## src/rtl/mmio_uart_tx.sv

```systemverilog
// Memory-mapped 8N1 UART transmitter with a byte FIFO and a programmable bit-period divider.
// Define UART_TX_IRQ_EN to add the CTRL irq_en bit and the registered irq output.
module mmio_uart_tx #(
   parameter logic [31:0] BASE_ADDR   = 32'h0000_0100,
   parameter int unsigned DEPTH       = 4,
   parameter logic [15:0] DEFAULT_DIV = 16'd4
) (
   input  logic        clk,
   input  logic        rst,
   input  logic        WE,
   input  logic        RE,
   input  logic [31:0] A,
   input  logic [31:0] WD,
   output logic [31:0] RD,
`ifdef UART_TX_IRQ_EN
   output logic        irq,
`endif
   output logic        tx
);

   localparam int unsigned PW = (DEPTH > 1) ? $clog2(DEPTH) : 1;
   localparam int unsigned CW = $clog2(DEPTH + 1);

   typedef enum logic [1:0] {StIdle, StStart, StData, StStop} state_e;

   state_e        state_q, state_d;
   logic [7:0]    fifo_q [DEPTH];
   logic [PW-1:0] wr_ptr_q, rd_ptr_q;
   logic [CW-1:0] count_q, count_d;
   logic          ovf_q;
   logic [15:0]   div_q;
   logic [15:0]   cur_div_q, cur_div_d;
   logic [15:0]   cnt_q, cnt_d;
   logic [2:0]    bit_q, bit_d;
   logic [7:0]    shift_q, shift_d;
   logic          pop, push, push_ok, bit_end;
   logic          sel, wr_data, wr_status, wr_div, busy, full, empty;
   logic          unused_bits;

   assign sel       = (A[31:4] == BASE_ADDR[31:4]);
   assign wr_data   = WE && sel && (A[3:2] == 2'd0);
   assign wr_status = WE && sel && (A[3:2] == 2'd1);
   assign wr_div    = WE && sel && (A[3:2] == 2'd2);
   assign busy      = (state_q != StIdle);
   assign full      = (count_q == CW'(DEPTH));
   assign empty     = (count_q == '0);
   assign bit_end   = (cnt_q == cur_div_q - 16'd1);
   assign unused_bits = ^{A[1:0], WD[31:16]};

   // A full FIFO still accepts a push when the transmitter pops in the same cycle.
   assign push    = wr_data;
   assign push_ok = push && (!full || pop);

   always_comb begin
      count_d = count_q;
      case ({push_ok, pop})
         2'b10:   count_d = count_q + CW'(1);
         2'b01:   count_d = count_q - CW'(1);
         default: count_d = count_q;
      endcase
   end

   always_ff @(posedge clk) begin
      if (push_ok) fifo_q[wr_ptr_q] <= WD[7:0];
   end

   always_ff @(posedge clk or posedge rst) begin
      if (rst) begin
         wr_ptr_q <= '0;
         rd_ptr_q <= '0;
         count_q  <= '0;
         ovf_q    <= 1'b0;
         div_q    <= DEFAULT_DIV;
      end else begin
         count_q <= count_d;
         if (push_ok) wr_ptr_q <= wr_ptr_q + PW'(1);
         if (pop)     rd_ptr_q <= rd_ptr_q + PW'(1);
         if (push && full && !pop) ovf_q <= 1'b1;
         else if (wr_status)       ovf_q <= 1'b0;
         if (wr_div) div_q <= (WD[15:0] == 16'd0) ? 16'd1 : WD[15:0];
      end
   end

   always_ff @(posedge clk or posedge rst) begin
      if (rst) begin
         state_q   <= StIdle;
         cnt_q     <= '0;
         bit_q     <= '0;
         shift_q   <= '0;
         cur_div_q <= 16'd1;
      end else begin
         state_q   <= state_d;
         cnt_q     <= cnt_d;
         bit_q     <= bit_d;
         shift_q   <= shift_d;
         cur_div_q <= cur_div_d;
      end
   end

   always_comb begin
      state_d   = state_q;
      cnt_d     = cnt_q;
      bit_d     = bit_q;
      shift_d   = shift_q;
      cur_div_d = cur_div_q;
      pop       = 1'b0;
      case (state_q)
         StIdle: begin
            if (!empty) begin
               pop       = 1'b1;
               shift_d   = fifo_q[rd_ptr_q];
               cur_div_d = div_q;
               cnt_d     = '0;
               state_d   = StStart;
            end
         end
         StStart: begin
            if (bit_end) begin
               cnt_d   = '0;
               bit_d   = '0;
               state_d = StData;
            end else begin
               cnt_d = cnt_q + 16'd1;
            end
         end
         StData: begin
            if (bit_end) begin
               cnt_d   = '0;
               shift_d = {1'b0, shift_q[7:1]};
               if (bit_q == 3'd7) state_d = StStop;
               else               bit_d   = bit_q + 3'd1;
            end else begin
               cnt_d = cnt_q + 16'd1;
            end
         end
         StStop: begin
            if (bit_end) begin
               cnt_d   = '0;
               state_d = StIdle;
            end else begin
               cnt_d = cnt_q + 16'd1;
            end
         end
         default: state_d = StIdle;
      endcase
   end

   // Decoded from state so reset forces the line idle without waiting for a clock.
   always_comb begin
      tx = 1'b1;
      case (state_q)
         StStart: tx = 1'b0;
         StData:  tx = shift_q[0];
         default: tx = 1'b1;
      endcase
   end

`ifdef UART_TX_IRQ_EN
   logic irq_en_q, irq_q;

   always_ff @(posedge clk or posedge rst) begin
      if (rst) begin
         irq_en_q <= 1'b0;
         irq_q    <= 1'b0;
      end else begin
         irq_q <= irq_en_q && empty && !busy;
         if (WE && sel && (A[3:2] == 2'd3)) irq_en_q <= WD[0];
      end
   end

   assign irq = irq_q;
`endif

   always_comb begin
      RD = '0;
      if (RE && sel) begin
         case (A[3:2])
            2'd1:    RD = {17'b0, 8'(count_q), 3'b0, ovf_q, empty, full, busy};
            2'd2:    RD = {16'b0, div_q};
`ifdef UART_TX_IRQ_EN
            2'd3:    RD = {31'b0, irq_en_q};
`endif
            default: RD = '0;
         endcase
      end
   end

endmodule

```

## config.mk

```make
export PLATFORM = sky130hd
export DESIGN_NAME = mmio_uart_tx
export DESIGN_NICKNAME = d
export VERILOG_FILES = /design/src/rtl/mmio_uart_tx.sv
export SDC_FILE = /design/constraint.sdc
export NUM_CORES = 1
export LEC_CHECK = 0
export ABC_AREA = 0
export BUFFER_PORTS_ARGS = -buffer_cell sky130_fd_sc_hd__clkbuf_2
export CAP_MARGIN = 20
export CORE_ASPECT_RATIO = 0.9
export CORE_UTILIZATION = 51
export DETAILED_ROUTE_END_ITERATION = 12
export MAX_ROUTING_LAYER = met4
export PLACE_DENSITY_LB_ADDON = 0.05
export SLEW_MARGIN = 20
export SYNTH_ARGS = -nofsm -noshare
export SYNTH_HDL_FRONTEND = slang
export SYNTH_SLANG_ARGS = --single-unit
```

## constraint.sdc

```tcl
create_clock -name clk -period 3 [get_ports clk]
set_input_delay 0.45 -clock clk [delete_from_list [all_inputs] [get_ports clk]]
set_output_delay 0.45 -clock clk [all_outputs]
set_load 0.1 [all_outputs]
```

==> impl_metrics.env, run 1 <==
export IMPL_cts_sinks=101
export IMPL_cts_buffers_inserted=9
export IMPL_synthArstFlopShare_pct=68.3
export IMPL_final_nets=698
export IMPL_cp_required_ns=3.23
export IMPL_fillers=892
export IMPL_clock_path_buffers=2
export IMPL_worstPathArrival_ns=3.17
export IMPL_grt_use_total_pct=24.7
export IMPL_total_power_mw=2.77
export IMPL_antenna_left=0
export IMPL_cp_max_fo=9
export IMPL_hold_class="input port to async pin"
export IMPL_synth_edf_count=32
export IMPL_tritoncts="yes"
export IMPL_grt_pass1_vias=4146
export IMPL_drt_iter0_markers=266
export IMPL_antenna_found_initial=0
export IMPL_overflow=0
export IMPL_endpoint_kind="register"
export IMPL_finalWirelength_um=12700
export IMPL_synth_distinct_cells=61
export IMPL_port_buffers=66
export IMPL_grt_first_pass_wirelength_um=20900
export IMPL_die_h_um=101
export IMPL_avgSynthCellArea_um2=10.3
export IMPL_whs_ns=0.140
export IMPL_tns_ns=0
export IMPL_worstSetupPathType="register to register"
export IMPL_fmax_mhz=340
export IMPL_drv_slew=0
export IMPL_vias_per_cell=5.54
export IMPL_ys_ff_latch=101
export IMPL_clock_latency_ns=0.34
export IMPL_layout_commonest_cell="nand2_1"
export IMPL_startpoint_type="register"
export IMPL_postSynthCellCount=536
export IMPL_start_util_pct=53.4
export IMPL_slew_headroom_pct=61.1
export IMPL_leakage_nw=2.91
export IMPL_syn_cell_area_um2=5540
export IMPL_stdcell_count=746
export IMPL_final_cell_mix="80 x nand2_1, 67 x dfrtp_1, 57 x clkbuf_2"
export IMPL_finalSetupViolations=0
export IMPL_grt_max_degree=70
export IMPL_clock_root_buffer="clkbuf_16"
export IMPL_fin_ws_ns=0.0624
export IMPL_ctsHoldBuffers=0
export IMPL_die_x_um=112
export IMPL_core_area_um2=10400
export IMPL_post_drt_wl_per_cell_um=17.0
export IMPL_rr_startpoint="cur_div_q[0]$_DFFE_PP1P_"
export IMPL_drc=4
export IMPL_fin_crit_ns=2.94
export IMPL_ioPinCount=101
export IMPL_reg2reg_depth=10
export IMPL_synthToLayoutAreaGrowth_pct=16.8
export IMPL_status="complete, but fails checks"
export IMPL_ys_seq_area_share_pct=48.6
export IMPL_max_cap_violations=0
export IMPL_max_vdd_ir_drop_v=0.000378
export IMPL_powerDensity_nw_per_um2=428
export IMPL_num_antenna_cells=0
export IMPL_vias=4135
export IMPL_startpoint="cur_div_q[0]$_DFFE_PP1P_"
export IMPL_drt_pass1_iter_count=10
export IMPL_failed_checks="DRC"
export IMPL_num_rows=35
export IMPL_globalplace_congestion=0.837
export IMPL_skew_ns=0.00564
export IMPL_htreeDepth=3
export IMPL_worst_slew_pin_slew_ns=0.584
export IMPL_drive_above_1_share_pct=25.3
export IMPL_clk_pin_slew_ns=0.07
export IMPL_final_hold_viol_count=0
export IMPL_synthFlopType="dfrtp_1"
export IMPL_dieArea_um2=11300
export IMPL_place_inst=728
export IMPL_yosys_warnings=0
export IMPL_rsz0062_at_grt="true"
export IMPL_fin_crit_sh_pct=97.9
export IMPL_dp_hpwl_um=9310
export IMPL_pre_cts_slack_ns=-0.0854
## worst paths after layout
check,endpoint,slack (ns)
worst max-delay path,state_q[1]$_DFFE_PP0P_,0.06
worst min-delay path,cnt_q[11]$_DFFE_PP0P_,0.14
worst max register to register,state_q[1]$_DFFE_PP0P_,0.06
worst min register to register,ovf_q$_DFFE_PP0P_,0.48
max in group asynchronous,cur_div_q[0]$_DFFE_PP1P_,2.51
min in group clk,div_q[11]$_DFFE_PP0P_,0.36
## critical path: stages, from the launching register on
cell      delay (ns)
dfstp_2         0.54
inv_1           0.08
ha_4            0.20
nand2b_1        0.15
a21boi_1        0.19
o31ai_2         0.11
or4_4           0.58
nor4_4          0.34
nand2_1         0.12
a21oi_2         0.20
mux2_4          0.32
## power breakdown
part,internal [mW],switching [mW]
clock,0.611,0.552
combinational,0.0349,0.140
sequential,1.43,0.00275
## flip-flops by register name, indices dropped and copies added, names as in the netlist
register   flops
state_q        2
ovf_q          1
cur_div_q     16
wr_ptr_q       2
div_q         16
rd_ptr_q       2
cnt_q         16
fifo_q        32
count_q        3
shift_q        8
bit_q          3
## layout make-up
type	count	area, um^2	area share (%)
clock buffer	10	239	3.70
multi-input combinational	391	2690	41.6
timing repair buffer	92	561	8.67
tap	129	161	2.50
inverter	17	63.8	0.987
sequential	101	2690	41.6
clock inverter	6	63.8	0.987
## logic make-up after synthesis
group	after synthesis	share of synthesized area, %
AO/OA/AOI/OAI	54	6.62
XOR/XNOR	35	5.53
adder cells (fa/ha/maj)	18	4.20
buffers and inverters	59	5.42
flip-flops	101	48.6
multiplexers	26	6.87
other	1	0.0677
AND/OR/NAND/NOR	242	22.7
## synthesized netlist by cell type (all sizes together) (6+ instances only)
library cell  instances  area share, %
a21oi                 9           0.88
a22oi                 6           0.81
and2                 17            1.9
and3                  6           0.68
buf                  23            3.0
clkbuf               19            1.3
dfrtp                67             30
edfxtp               32             17
ha                   17            3.8
inv                  17            1.2
mux2                 16            3.3
mux4                  8            3.3
nand2                80            5.4
nand2b                6           0.68
nand3                 9           0.81
nand4                 7           0.79
nor2                 39            2.6
nor3                 29            2.7
nor4                 19            2.7
o21ai                15            1.4
xnor2                18            2.8
xor2                 17            2.7
## per-layer routing
metal / up-vias / routed length [um] / global-route usage, % / share of wire [%]
met1: 2027 / 5760 / 32.0 / 45
li1: 2017 / - / - / -
met3: 7 / 493 / 3.73 / 3.9
met5: - / 0 / - / 0
met2: 84 / 6310 / 41.5 / 50
met4: 0 / 94 / 5.20 / 0.74
## through the flow
stage | utilization (%) | instance area, um^2
after global placement | 58.5 | 6070
after global routing | 62.3 | 6470
final | 62.3 | 6470
after floorplan | - | 5600
after CTS | 61.7 | 6400
after detailed placement | 58.5 | 6070
## timing repair
item                                    4_1_cts  5_1_grt
gates cloned                                  0        0
buffers inserted                              1        1
endpoints found under the setup margin        7       18
gates resized for setup                       3       11
pin swaps                                     3        9
Note: power is estimated with default switching activity, not from simulation.
==> run 2, diff against run 1 <==
Settings changed: PLACE_DENSITY set to 0.77, PLACE_DENSITY_LB_ADDON 0.05 to not set, RECOVER_POWER set to 50.
==> impl_metrics.env, run 2 (synthesized netlist as in run 1, its figures left out) <==
export IMPL_final_cell_mix="80 x nand2_1, 67 x dfrtp_1, 49 x clkbuf_2"
export IMPL_failed_checks="DRC"
export IMPL_die_x_um=112
export IMPL_grt_first_pass_wirelength_um=21000
export IMPL_slew_headroom_pct=22.7
export IMPL_num_antenna_cells=0
export IMPL_final_hold_viol_count=0
export IMPL_tritoncts="yes"
export IMPL_worstSetupPathType="register to register"
export IMPL_hold_end="div_q[9]$_DFFE_PP0P_"
export IMPL_max_cap_violations=0
export IMPL_die_h_um=101
export IMPL_fillers=854
export IMPL_ioPinCount=101
export IMPL_hold_class="input port to register"
export IMPL_min_path_cells=2
export IMPL_drv_slew=0
export IMPL_worstPathArrival_ns=3.23
export IMPL_clock_path_buffers=2
export IMPL_route_met2_wl_um=6430
export IMPL_drive_above_1_share_pct=22.8
export IMPL_ctsHoldBuffers=0
export IMPL_layout_commonest_cell="nand2_1"
export IMPL_grt_pass1_vias=4370
export IMPL_clock_root_buffer="clkbuf_16"
export IMPL_cts_buffers_inserted=9
export IMPL_clock_latency_ns=0.35
export IMPL_cts_sinks=101
export IMPL_top_layer_used="met4"
export IMPL_leakage_nw=2.90
export IMPL_hold_start="WD[9]"
export IMPL_wl_met3_um=877
export IMPL_antenna_found_initial=0
export IMPL_reg2reg_depth=8
export IMPL_rsz0062_at_grt="true"
export IMPL_fin_crit_sh_pct=99.8
export IMPL_status="complete, but fails checks"
export IMPL_finalWirelength_um=12900
export IMPL_globalplace_congestion=0.925
export IMPL_dp_hpwl_um=9630
export IMPL_port_buffers=66
export IMPL_powerDensity_nw_per_um2=426
export IMPL_grt_max_degree=29
export IMPL_drc=4
export IMPL_regMostFlops="fifo_q"
export IMPL_drt_iter0_markers=211
export IMPL_cp_required_ns=3.24
export IMPL_post_drt_wl_per_cell_um=17.3
export IMPL_rr_startpoint="cur_div_q[4]$_DFFE_PP0P_"
export IMPL_max_vdd_ir_drop_v=0.000265
export IMPL_finalSetupViolations=0
export IMPL_startpoint_type="register"
export IMPL_dieArea_um2=11300
export IMPL_vias_per_cell=5.79
export IMPL_core_area_um2=10400
export IMPL_worst_slew_pin_slew_ns=1.16
export IMPL_cp_max_fo=5
export IMPL_synthToLayoutAreaGrowth_pct=17.4
export IMPL_clk_pin_slew_ns=0.07
export IMPL_largest_reg_flops=32
export IMPL_final_nets=700
export IMPL_vias=4333
export IMPL_htreeDepth=3
export IMPL_skew_ns=0.00642
export IMPL_regToRegSetupSlack_ns=0.006
export IMPL_antenna_left=0
export IMPL_wl_met1_um=5360
export IMPL_num_rows=35
export IMPL_fin_crit_ns=2.99
export IMPL_tns_ns=0
export IMPL_start_util_pct=53.4
export IMPL_endpoint_kind="register"
export IMPL_pre_cts_slack_ns=0.0372
export IMPL_fmax_mhz=334
export IMPL_rr_endpoint="state_q[1]$_DFFE_PP0P_"
export IMPL_drt_pass1_iter_count=9
export IMPL_grt_use_total_pct=25.0
export IMPL_overflow=0
export IMPL_fin_ws_ns=0.00599
[run 2: changes by cell type in the layout (fill, tap and decap cells not counted), moves of 2 or more]
cell      before  now
o31ai_1        1    3
clkbuf_2      57   49
buf_12         1    8
o21ai_1        0    3
buf_4         34   27
clkbuf_1       0   10
o21ai_0       15   12
o31ai_2        3    1
[run 2: metal layers]
layer	GRT usage, %	up-vias
met2	42.7	195
li1	-	2012
met1	30.3	2092
met5	-	-
met4	8.42	0
met3	4.33	34
[run 2: what timing repair did]
| item | CTS | global route |
|---|---|---|
| resized for setup | 0 | 10 |
| setup buffers | 0 | 3 |
| endpoints found under the setup margin | 0 | 28 |
[run 2: stage by stage]
step | hold slack (ns) | utilization, % | cell area, um^2 | total power, mW | instances
after floorplan | 0.449 | - | 5600 | 1.59 | 551
after global placement | 0.465 | 59.4 | 6160 | 1.63 | 729
after detailed placement | 0.480 | 59.4 | 6160 | 1.63 | 729
after CTS | 0.163 | 62.3 | 6460 | 2.79 | 745
after global routing | 0.348 | 62.7 | 6500 | 2.84 | 748
final | 0.344 | 62.7 | 6500 | 2.77 | 748
[run 2: worst max path at each step]
stage | startpoint | end | slack, ns | cells past startpoint
3_3_place_gp | cur_div_q[0]$_DFFE_PP1P_ | state_q[1]$_DFFE_PP0P_ | 0.08 | 10
2_1_floorplan | cur_div_q[0]$_DFFE_PP1P_ | state_q[1]$_DFFE_PP0P_ | 0.02 | 12
5_1_grt | cur_div_q[4]$_DFFE_PP0P_ | state_q[1]$_DFFE_PP0P_ | -0.12 | 8
6_report | cur_div_q[4]$_DFFE_PP0P_ | state_q[1]$_DFFE_PP0P_ | 0.006 | 8
4_1_cts | cur_div_q[1]$_DFFE_PP0P_ | state_q[1]$_DFFE_PP0P_ | 0.02 | 11
3_5_place_dp | cur_div_q[0]$_DFFE_PP1P_ | state_q[1]$_DFFE_PP0P_ | 0.04 | 10
[run 2: final cells by class]
| class | instances | area [um^2] | area share [%] |
|---|---|---|---|
| sequential | 101 | 2690 | 41.4 |
| multi-input combinational | 391 | 2640 | 40.6 |
| timing repair buffer | 94 | 646 | 9.93 |
| clock buffer | 9 | 225 | 3.46 |
| tap | 129 | 161 | 2.48 |
| clock inverter | 7 | 75.1 | 1.15 |
| inverter | 17 | 63.8 | 0.981 |
[run 2: worst max-delay path, stage by stage (launching register included)]
cell and delay [ns]:
dfrtp_1 0.39, or4_4 0.58, nor4b_4 0.32, xnor2_2 0.12
or4_4 0.45, nor4_4 0.39, nand2_1 0.11, a21oi_2 0.19
mux2_4 0.32
[run 2: power breakdown]
part / switching (mW) / total [mW] / internal [mW]
sequential: 0.00344 / 1.43 / 1.43
clock: 0.578 / 1.17 / 0.591
combinational: 0.139 / 0.171 / 0.0316
==> run 3, diff against run 2 <==
Settings changed: ABC_AREA 0 to 1, PLACE_DENSITY 0.77 to 0.76.
==> impl_metrics.env, run 3 <==
export IMPL_synthArstFlopShare_pct=68.3
export IMPL_worstSetupPathType="input port to primary output"
export IMPL_cp_depth=7
export IMPL_synthToLayoutAreaGrowth_pct=16.6
export IMPL_path_buf_inv=2
export IMPL_avgSynthCellArea_um2=8.12
export IMPL_pre_cts_slack_ns=0.206
export IMPL_clock_path_buffers=2
export IMPL_max_vdd_ir_drop_v=0.000321
export IMPL_die_h_um=104
export IMPL_synthTopCellsByCount="198 x nand2_1, 83 x inv_1, 81 x nor2_1"
export IMPL_max_cap_violations=0
export IMPL_synthFlopType="dfrtp_1"
export IMPL_grt_pass1_vias=4744
export IMPL_regMostFlops="fifo_q"
export IMPL_critPathMaxStageDelay_ns=0.39
export IMPL_rr_endpoint="count_q[2]$_DFFE_PP0P_"
export IMPL_ys_ff_latch=101
export IMPL_port_buffers=66
export IMPL_finalWirelength_um=13300
export IMPL_dp_hpwl_um=9960
export IMPL_finalSetupViolations=0
export IMPL_postSynthCellCount=731
export IMPL_cts_repair_resized=0
export IMPL_vias=4961
export IMPL_num_rows=36
export IMPL_rr_startpoint="count_q[1]$_DFFE_PP0P_"
export IMPL_skew_ns=0.00780
export IMPL_fillers=932
export IMPL_cpLargestDelayFamily="simple AND/OR/NAND/NOR gates"
export IMPL_worstPathArrival_ns=2.33
export IMPL_die_x_um=116
export IMPL_clk_pin_slew_ns=0.07
export IMPL_final_hold_viol_count=0
export IMPL_cts_buffers_inserted=9
export IMPL_post_drt_wl_per_cell_um=13.8
export IMPL_start_util_pct=53.5
export IMPL_cts_sinks=101
export IMPL_synthMostInstantiatedCell="nand2_1"
export IMPL_powerDensity_nw_per_um2=396
export IMPL_vias_per_cell=5.18
export IMPL_drt_pass1_iter_count=4
export IMPL_leakage_nw=3.26
export IMPL_overflow=0
export IMPL_status="finished, final reports clean"
export IMPL_regToRegSetupSlack_ns=0.42
export IMPL_netlist_area_leader_share_pct=28.3
export IMPL_synth_distinct_cells=43
export IMPL_yosys_warnings=0
export IMPL_largest_reg_flops=32
export IMPL_drv_slew=0
export IMPL_critPathSlowestCell="nor4_1"
export IMPL_cp_max_fo=7
export IMPL_final_cell_mix="198 x nand2_1, 83 x inv_1, 74 x nor2_1"
export IMPL_antenna_found_initial=0
export IMPL_syn_cell_area_um2=5930
export IMPL_clock_latency_ns=0.34
export IMPL_drive_above_1_share_pct=16.4
export IMPL_startpoint_type="input port"
export IMPL_ctsHoldBuffers=0
export IMPL_tritoncts="yes"
export IMPL_dieArea_um2=12100
export IMPL_num_antenna_cells=0
export IMPL_whs_ns=0.363
export IMPL_core_area_um2=11100
export IMPL_layout_commonest_cell="nand2_1"
export IMPL_globalplace_congestion=0.867
export IMPL_fmax_mhz=360
export IMPL_startpoint="A[11]"
export IMPL_clock_root_buffer="clkbuf_16"
export IMPL_ys_seq_area_share_pct=45.3
export IMPL_final_nets=887
export IMPL_fin_crit_sh_pct=92.6
export IMPL_cp_required_ns=2.55
export IMPL_grt_use_total_pct=23.5
export IMPL_crit_path_cell_trace="clkbuf_2 > nor4_1 > nand4_1 > nor4_1 > nand3_1 > a21oi_1 > buf_12"
export IMPL_grt_max_degree=33
export IMPL_post_cts_buffers=0
export IMPL_drt_iter0_markers=310
export IMPL_htreeDepth=3
export IMPL_antenna_left=0
export IMPL_grt_first_pass_wirelength_um=21700
export IMPL_worst_slew_pin_slew_ns=1.18
export IMPL_reg2reg_depth=11
export IMPL_drc=0
export IMPL_ioPinCount=101
export IMPL_synth_top_cell_by_area="dfrtp_1"
export IMPL_slew_headroom_pct=21.3
export IMPL_synth_area_leaders="dfrtp_1 28%, edfxtp_1 16%, nand2_1 13%, inv_1 5.3%, nor2_1 5.1%"
export IMPL_crit_top_cell="nor4_1"
export IMPL_critPathCapture="RD[1]"
export IMPL_hold_class="input port to register"
export IMPL_synth_edf_count=32
export IMPL_rsz0062_at_grt="false"
export IMPL_min_path_cells=2
export IMPL_endpoint_kind="primary output"
export IMPL_fin_crit_ns=2.78
export IMPL_fin_ws_ns=0.223
## run 3: changes by cell type in the layout (fill, tap and decap cells not counted), sizes merged, moves of 12 or more
cell / change
buf: -12
and2: -16
inv: +69
nand2: +126
nor3: -21
nand3: +31
a21oi: +25
o21ai: +24
nor2: +51
## run 3: metal layers
metal | global-route usage (%) | up-vias | share of wire, %
met1 | 31.3 | 2308 | 45
met5 | - | - | 0
li1 | - | 2473 | -
met4 | 6.59 | 0 | 1.2
met3 | 3.44 | 16 | 5.5
met2 | 37.4 | 164 | 48
## run 3: metrics by stage
stage / util (%) / TNS (ns) / std cells / power (mW) / cell area [um^2]
after global routing: 62.4 / 0 / 958 / 2.83 / 6920
after CTS: 62.6 / 0 / 958 / 2.77 / 6940
final: 62.4 / 0 / 958 / 2.74 / 6920
after detailed placement: 59.9 / 0 / 942 / 1.62 / 6640
after floorplan: - / -3.01 / 746 / 1.58 / 6010
after global placement: 59.9 / 0 / 942 / 1.62 / 6640
## run 3: worst min-delay path by stage
stage                        endpoint              startpoint
2_1_floorplan  shift_q[0]$_DFFE_PP0P_  shift_q[0]$_DFFE_PP0P_
3_3_place_gp   shift_q[7]$_DFFE_PP0P_  shift_q[7]$_DFFE_PP0P_
3_5_place_dp   shift_q[3]$_DFFE_PP0P_  shift_q[3]$_DFFE_PP0P_
4_1_cts          bit_q[0]$_DFFE_PP0P_                     rst
5_1_grt          div_q[8]$_DFFE_PP0P_                   WD[8]
6_report         div_q[8]$_DFFE_PP0P_                   WD[8]
## run 3: cells by family after synthesis
kind of cell / Yosys count / share of synthesized area, %
fa+ha+maj: 18 / 3.92
compound gates: 83 / 8.37
mux: 8 / 1.48
xor+xnor: 24 / 3.54
flops: 101 / 45.3
simple gates: 377 / 28.3
other cells: 1 / 0.0632
buf+inv: 119 / 8.94
## run 3: final cells by class
cell class / instances / area (um^2) / share of cell area, %
Inverter: 87 / 327 / 4.72
Clock inverter: 7 / 76.3 / 1.10
Timing Repair Buffer: 76 / 624 / 9.02
Tap cell: 152 / 190 / 2.75
Sequential cell: 101 / 2690 / 38.9
Clock buffer: 9 / 225 / 3.25
Multi-Input combinational cell: 526 / 2790 / 40.3
## run 3: power by group
| group | internal [mW] | switching [mW] | total (mW) |
|---|---|---|---|
| Combinational | 0.0307 | 0.142 | 0.172 |
| Sequential | 1.42 | 0.00000000936 | 1.42 |
| Clock | 0.595 | 0.554 | 1.15 |
| Total | 2.05 | 0.695 | 2.74 |
## run 3: worst register-to-register path: stages (launching register included)
cell and delay (ns):
dfrtp_1 0.43, nor2_1 0.28, nand2_1 0.15, nor2_1 0.18, inv_1 0.08, nand4_1 0.22, ha_1 0.20, inv_1 0.07
fa_1 0.38, a21oi_1 0.15, o21ai_0 0.13, xor2_1 0.18
